## src/rtl/seg_pkg.sv

```systemverilog
// rtl/seg_pkg.sv - shared types and helpers for the segment scan controller
package seg_pkg;

  typedef enum logic [1:0] {IDLE, SHIFT, COMMIT} conv_state_t;

  localparam logic [3:0] BLANK_CODE = 4'hF;

  function automatic int clog2(input int value);
    int r;
    r = 0;
    while ((1 << r) < value) r++;
    return r;
  endfunction

endpackage

```

## src/rtl/bin2bcd_seq.sv

```systemverilog
// rtl/bin2bcd_seq.sv - sequential double-dabble converter with committed BCD output
module bin2bcd_seq
  import seg_pkg::*;
#(
  parameter int NUM_DIGITS = 6,
  parameter int COUNT_W    = 10
) (
  input  logic                    clk,
  input  logic                    reset,
  input  logic [COUNT_W-1:0]      bin,
  output logic [4*NUM_DIGITS-1:0] bcd,
  output logic                    ovf,
  output logic                    done
);

  localparam int ACC_W = 4 * NUM_DIGITS + 4;
  localparam int BIT_W = (clog2(COUNT_W) < 1) ? 1 : clog2(COUNT_W);

  conv_state_t        state;
  logic [COUNT_W-1:0] shreg;
  logic [ACC_W-1:0]   acc;
  logic [ACC_W-1:0]   adj;
  logic [ACC_W-1:0]   next_acc;
  logic [BIT_W-1:0]   bitcnt;
  logic               lost;

  always_comb begin
    adj = acc;
    for (int n = 0; n < NUM_DIGITS + 1; n++) begin
      if (acc[4*n +: 4] >= 4'd5) adj[4*n +: 4] = acc[4*n +: 4] + 4'd3;
    end
    next_acc = {adj[ACC_W-2:0], shreg[COUNT_W-1]};
  end

  // Any nonzero guard nibble on a prefix means the full value is already out of range,
  // so the overflow flag is sticky across the whole conversion.
  always_ff @(posedge clk) begin
    if (!reset) begin
      state  <= IDLE;
      shreg  <= '0;
      acc    <= '0;
      bitcnt <= '0;
      lost   <= 1'b0;
      bcd    <= '0;
      ovf    <= 1'b0;
      done   <= 1'b0;
    end else begin
      done <= 1'b0;
      case (state)
        IDLE: begin
          shreg  <= bin;
          acc    <= '0;
          bitcnt <= '0;
          lost   <= 1'b0;
          state  <= SHIFT;
        end
        SHIFT: begin
          acc   <= next_acc;
          shreg <= shreg << 1;
          lost  <= lost | adj[ACC_W-1] | (|next_acc[ACC_W-1 -: 4]);
          if (bitcnt == BIT_W'(COUNT_W - 1)) state <= COMMIT;
          else bitcnt <= bitcnt + 1'b1;
        end
        COMMIT: begin
          bcd   <= acc[4*NUM_DIGITS-1:0];
          ovf   <= lost;
          done  <= 1'b1;
          state <= IDLE;
        end
        default: state <= IDLE;
      endcase
    end
  end

endmodule

```

## src/rtl/seg_scan_ctrl.sv

```systemverilog
// rtl/seg_scan_ctrl.sv - binary count to multiplexed BCD digit scan with blanking and overflow
module seg_scan_ctrl
  import seg_pkg::*;
#(
  parameter int NUM_DIGITS  = 6,
  parameter int COUNT_W     = 10,
  parameter int SCAN_DIV    = 4,
  parameter int LZ_BLANK    = 1,
  parameter int SEL_ACT_LOW = 0
) (
  input  logic                  clk,
  input  logic                  reset,
  input  logic [COUNT_W-1:0]    count,
  output logic [3:0]            d,
  output logic [NUM_DIGITS-1:0] seg_sel,
  output logic                  ovf,
  output logic                  upd
);

  localparam int IDX_W = (clog2(NUM_DIGITS) < 1) ? 1 : clog2(NUM_DIGITS);
  localparam int PRE_W = (clog2(SCAN_DIV) < 1) ? 1 : clog2(SCAN_DIV);
  localparam logic [NUM_DIGITS-1:0] SEL_XOR = (SEL_ACT_LOW != 0) ? '1 : '0;

  logic [4*NUM_DIGITS-1:0] disp;
  logic [PRE_W-1:0]        presc;
  logic [IDX_W-1:0]        idx;
  logic [3:0]              digit;
  logic [3:0]              d_next;
  logic [NUM_DIGITS-1:0]   sel_onehot;
  logic [NUM_DIGITS-1:0]   sel_next;
  logic                    upper_zero;
  logic                    blank;

  bin2bcd_seq #(
    .NUM_DIGITS(NUM_DIGITS),
    .COUNT_W   (COUNT_W)
  ) u_conv (
    .clk  (clk),
    .reset(reset),
    .bin  (count),
    .bcd  (disp),
    .ovf  (ovf),
    .done (upd)
  );

  always_ff @(posedge clk) begin
    if (!reset) begin
      presc <= '0;
      idx   <= '0;
    end else if (presc == PRE_W'(SCAN_DIV - 1)) begin
      presc <= '0;
      idx   <= (idx == IDX_W'(NUM_DIGITS - 1)) ? '0 : idx + 1'b1;
    end else begin
      presc <= presc + 1'b1;
    end
  end

  // A slot is blanked only when it and every more significant digit are zero.
  always_comb begin
    digit      = disp[4*idx +: 4];
    upper_zero = 1'b1;
    for (int i = 0; i < NUM_DIGITS; i++) begin
      if (i >= int'(idx) && disp[4*i +: 4] != 4'd0) upper_zero = 1'b0;
    end
    blank      = (LZ_BLANK != 0) && (idx != '0) && upper_zero;
    sel_onehot = NUM_DIGITS'(1) << idx;
    if (ovf) begin
      d_next   = BLANK_CODE;
      sel_next = sel_onehot;
    end else if (blank) begin
      d_next   = BLANK_CODE;
      sel_next = '0;
    end else begin
      d_next   = digit;
      sel_next = sel_onehot;
    end
  end

  always_ff @(posedge clk) begin
    if (!reset) begin
      d       <= 4'd0;
      seg_sel <= NUM_DIGITS'(1) ^ SEL_XOR;
    end else begin
      d       <= d_next;
      seg_sel <= sel_next ^ SEL_XOR;
    end
  end

endmodule

```

## config.mk

```make
export PLATFORM = sky130hd
export DESIGN_NAME = seg_scan_ctrl
export DESIGN_NICKNAME = d
export VERILOG_FILES = /design/src/rtl/seg_pkg.sv /design/src/rtl/bin2bcd_seq.sv /design/src/rtl/seg_scan_ctrl.sv
export SDC_FILE = /design/constraint.sdc
export NUM_CORES = 1
export LEC_CHECK = 0
export BUFFER_PORTS_ARGS = -buffer_cell sky130_fd_sc_hd__clkbuf_2
export CAP_MARGIN = 20
export CORE_AREA = 2 2 90 92
export CTS_CLUSTER_DIAMETER = 50
export DETAILED_ROUTE_END_ITERATION = 10
export DIE_AREA = 0 0 92 94
export PLACE_DENSITY = 0.68
export SLEW_MARGIN = 20
export SYNTH_ARGS = -nofsm -noshare
export SYNTH_HDL_FRONTEND = slang
export SYNTH_HIERARCHICAL = 1
export SYNTH_SLANG_ARGS = --single-unit
```

## constraint.sdc

```tcl
create_clock -name clk -period 5.7 [get_ports clk]
set_clock_uncertainty 0.15 [all_clocks]
set_input_delay 0.57 -clock clk [delete_from_list [all_inputs] [get_ports clk]]
set_output_delay 0.57 -clock clk [all_outputs]
set_load 0.005 [all_outputs]
```

==> summary.md <==
| Metric | Value |
|---|---|
| Setup ws final | `3.07 ns` |
| Family with the most delay on the worst path | `compound AO/OA/AOI/OAI gates` |
| Num ports | `24` |
| Worst EP arrival | `2.73 ns` |
| Synth cell types | `51` |
| Final non-filler cell total | `575` |
| Crit-path cells | `inv_1 > ha_1 > o21ba_2 > o21ai_1 > a211o_1 > o311a_1` |
| Detailed Route WL | `7930 um` |
| Postcts setup bufs | `0` |
| CTS Buffer Depth | `2` |
| Cell Pwr Density | `246 nW/um2` |
| Pre-antenna DRT Iters | `4` |
| Int Power | `0.808 mW` |
| MaxCap Viol Count | `0` |
| # port buffers | `23` |
| Area added between synthesis and finish | `7.06%` |
| Mapped cell area | `4110 um2` |
| Largest net degree at the start of global routing | `56` |
| Synth Warn # | `6` |
| Reg clk slew, reported paths | `0.10 ns` |
| Net count after synthesis | `494` |
| WS Path Type | `flip-flop to flip-flop` |
| Setup violators final | `0` |
| Drt wl/cell | `13.8 um` |
| Setup total negative slack | `0 ns` |
| Period utilisation layout | `0.462` |
| GP Congestion | `0.778` |
| Starting density of the core | `0.541` |
| Hold Buf Count CTS | `0` |
| Vias in the first global route | `2937` |
| Syn Inst Count | `460` |
| Dpl cells | `559` |
| CTS HTree Levels | `3` |
| Unrepaired setup endpoints after global routing | `false` |
| Share of cells above drive strength 1 | `0.0994` |
| Inserted Diodes | `0` |
| DIE AREA | `8650 um2` |
| Root Driver | `clkbuf_8` |
| Site Rows | `32` |
| Max Transition Viols Final | `0` |
| Slowest stage delay, CP | `0.78 ns` |
| CP startpoint kind | `flip-flop` |
| Slew margin rel. | `0.406` |
| Status | `finished, final reports clean` |
| Clock network fraction of total power | `0.365` |
| Setup Slack @ Placement | `3.09 ns` |
| CTS tree | `yes` |
| First-pass GRT wire length | `13800 um` |
| Worst-Margin Slew | `0.891 ns` |
| Nets | `502` |
| Yosys reg bits | `86` |
| FILL cells | `707` |
| CTS buffer count | `9` |
| Sw Share | `0.256` |
| Worst Setup End Kind | `flip-flop` |
| Die width | `92 um` |
| Minimum clock period | `2.63 ns` |
| Buf+Inv Stages, Crit Path | `1` |
| Syn Area/Cell | `8.94 um2` |
| GRT Util Overall | `0.198` |
| Psw | `0.277 mW` |
| Vias/cell | `5.54` |
| Starting DRT DRC Count | `113` |
| DRT antenna net count | `0` |
| Post-synth EDFFs | `0` |
| Worst skew pair latency | `0.35 ns` |
| DRC | `0` |
| CTS resizes | `0` |
| Total gr overflow | `0` |
| Pleak | `1.63 nW` |
| Fin. Hold Viols | `0` |
| Slowest CP cell | `dfxtp_1` |
| Async set-reset flop share out of synthesis | `0` |
| Total chip power | `1.08 mW` |
| Top FF cell, synth | `dfxtp_1` |
| Antenna violations before repair | `0` |
| Via Count | `3188` |
| Max VDD drop | `0.187 mV` |
| Core area | `7610 um2` |
| DP HPWL | `5370 um` |
| Comb pwr share | `0.057` |
| Seq pwr share | `0.578` |
| CP max FO | `21` |
| Chip height | `94 um` |
| Peak Freq | `380 MHz` |
| Worst Hold Class | `flip-flop to flip-flop` |
| Sequential fraction of the synthesis area | `0.419` |
| Critical Path RT | `5.79 ns` |
| CTS sink cnt | `86` |
-- final cells by class --
type                            count  area (um2)  area share
Multi-Input combinational cell    327        2170       0.494
Sequential cell                    86        1720       0.391
Tap cell                          102         128      0.0290
Clock buffer                        9         124      0.0281
Timing Repair Buffer               24         123      0.0278
Inverter                           20        75.1      0.0171
Clock inverter                      7        58.8      0.0134
-- final timing paths --
path | from | to | slack, ns | cells after the start
max | idx[0]$_SDFFE_PN0P_ | seg_sel[3]$_SDFF_PN0_ | 3.07 | 6
min | presc[0]$_SDFF_PP0_ | presc[0]$_SDFF_PP0_ | 0.28 | 1
max reg2reg | idx[0]$_SDFFE_PN0P_ | seg_sel[3]$_SDFF_PN0_ | 3.07 | 6
min reg2reg | presc[0]$_SDFF_PP0_ | presc[0]$_SDFF_PP0_ | 0.28 | 1
-- power by group through the flow --
stage | registers [mW] | logic [mW] | clock network (mW)
after floorplan | 0.634 | 0.0531 | 0
after global placement | 0.640 | 0.0613 | 0
after detailed placement | 0.641 | 0.0622 | 0
after CTS | 0.627 | 0.0625 | 0.407
after global routing | 0.629 | 0.0704 | 0.436
final | 0.627 | 0.0619 | 0.396
-- through the flow --
stage / cell area [um2] / hold WS (ns) / utilization
3_3_place_gp: 4220 / 0.263 / 0.555
5_1_grt: 4400 / 0.320 / 0.579
6_report: 4400 / 0.279 / 0.579
2_1_floorplan: 4110 / 0.254 / -
3_5_place_dp: 4220 / 0.268 / 0.555
4_1_cts: 4400 / 0.282 / 0.579
-- cell usage after synthesis (3+ instances only) --
cell type,n,area [um2]
dfxtp_1,86,1720
nand2_1,74,278
o21ai_0,31,155
a21oi_1,24,120
a21boi_0,22,165
ha_1,22,275
inv_1,20,75.1
and2_1,16,100
clkbuf_1,15,56.3
mux2i_1,14,140
nor2_1,14,52.6
buf_2,8,40.0
nand2b_1,8,50.1
xnor2_1,8,70.1
a32o_1,7,70.1
o22ai_1,7,43.8
o31ai_1,7,52.6
nor2b_1,6,37.5
o32ai_1,6,52.6
xor2_1,6,52.6
o221ai_1,4,35.0
a21boi_1,3,22.5
a21o_1,3,22.5
a22oi_1,3,22.5
and3_1,3,18.8
nand3_1,3,15.0
nand3b_1,3,22.5
nor4_1,3,18.8
o21ai_1,3,15.0
o31a_1,3,26.3
-- layer usage --
layer | wire length (um) | part of all wire | vias up | track usage
met5 | 0 | 0 | - | 0
li1 | - | - | 1634 | -
met4 | 108 | 0.014 | 0 | 0.0746
met3 | 210 | 0.026 | 8 | 0.0361
met2 | 3690 | 0.46 | 49 | 0.321
met1 | 3930 | 0.49 | 1497 | 0.264
-- flip-flops by register name, summed over array words and instances (netlist names), 2 cells and up --
name,count
d,4
idx,3
presc,2
seg_sel,6
u_conv/acc,28
u_conv/bcd,24
u_conv/bitcnt,4
u_conv/shreg,10
u_conv/state,2
-- cell families after synthesis --
kind of cell	count (synthesis)	synth area share
xor+xnor	14	0.0298
mux	17	0.0459
compound gates	135	0.223
buf+inv	47	0.0529
simple gates	139	0.163
fa+ha+maj	22	0.0669
flops	86	0.419
-- cell usage in the layout (no fill, tap or decap), types with 4 or more instances in the layout --
cell / count
o32ai_1: 6
a32o_1: 7
and2_1: 16
clkbuf_8: 9
a21boi_0: 22
a21oi_1: 24
nand2_1: 74
inv_1: 20
mux2i_1: 14
o31ai_1: 7
clkbuf_2: 23
xnor2_1: 8
nand2b_1: 8
o221ai_1: 4
nor2b_1: 6
nor2_1: 14
o22ai_1: 7
dfxtp_1: 86
ha_1: 22
xor2_1: 6
o21ai_0: 31
No activity file was read; power rests on OpenSTA's default activity.
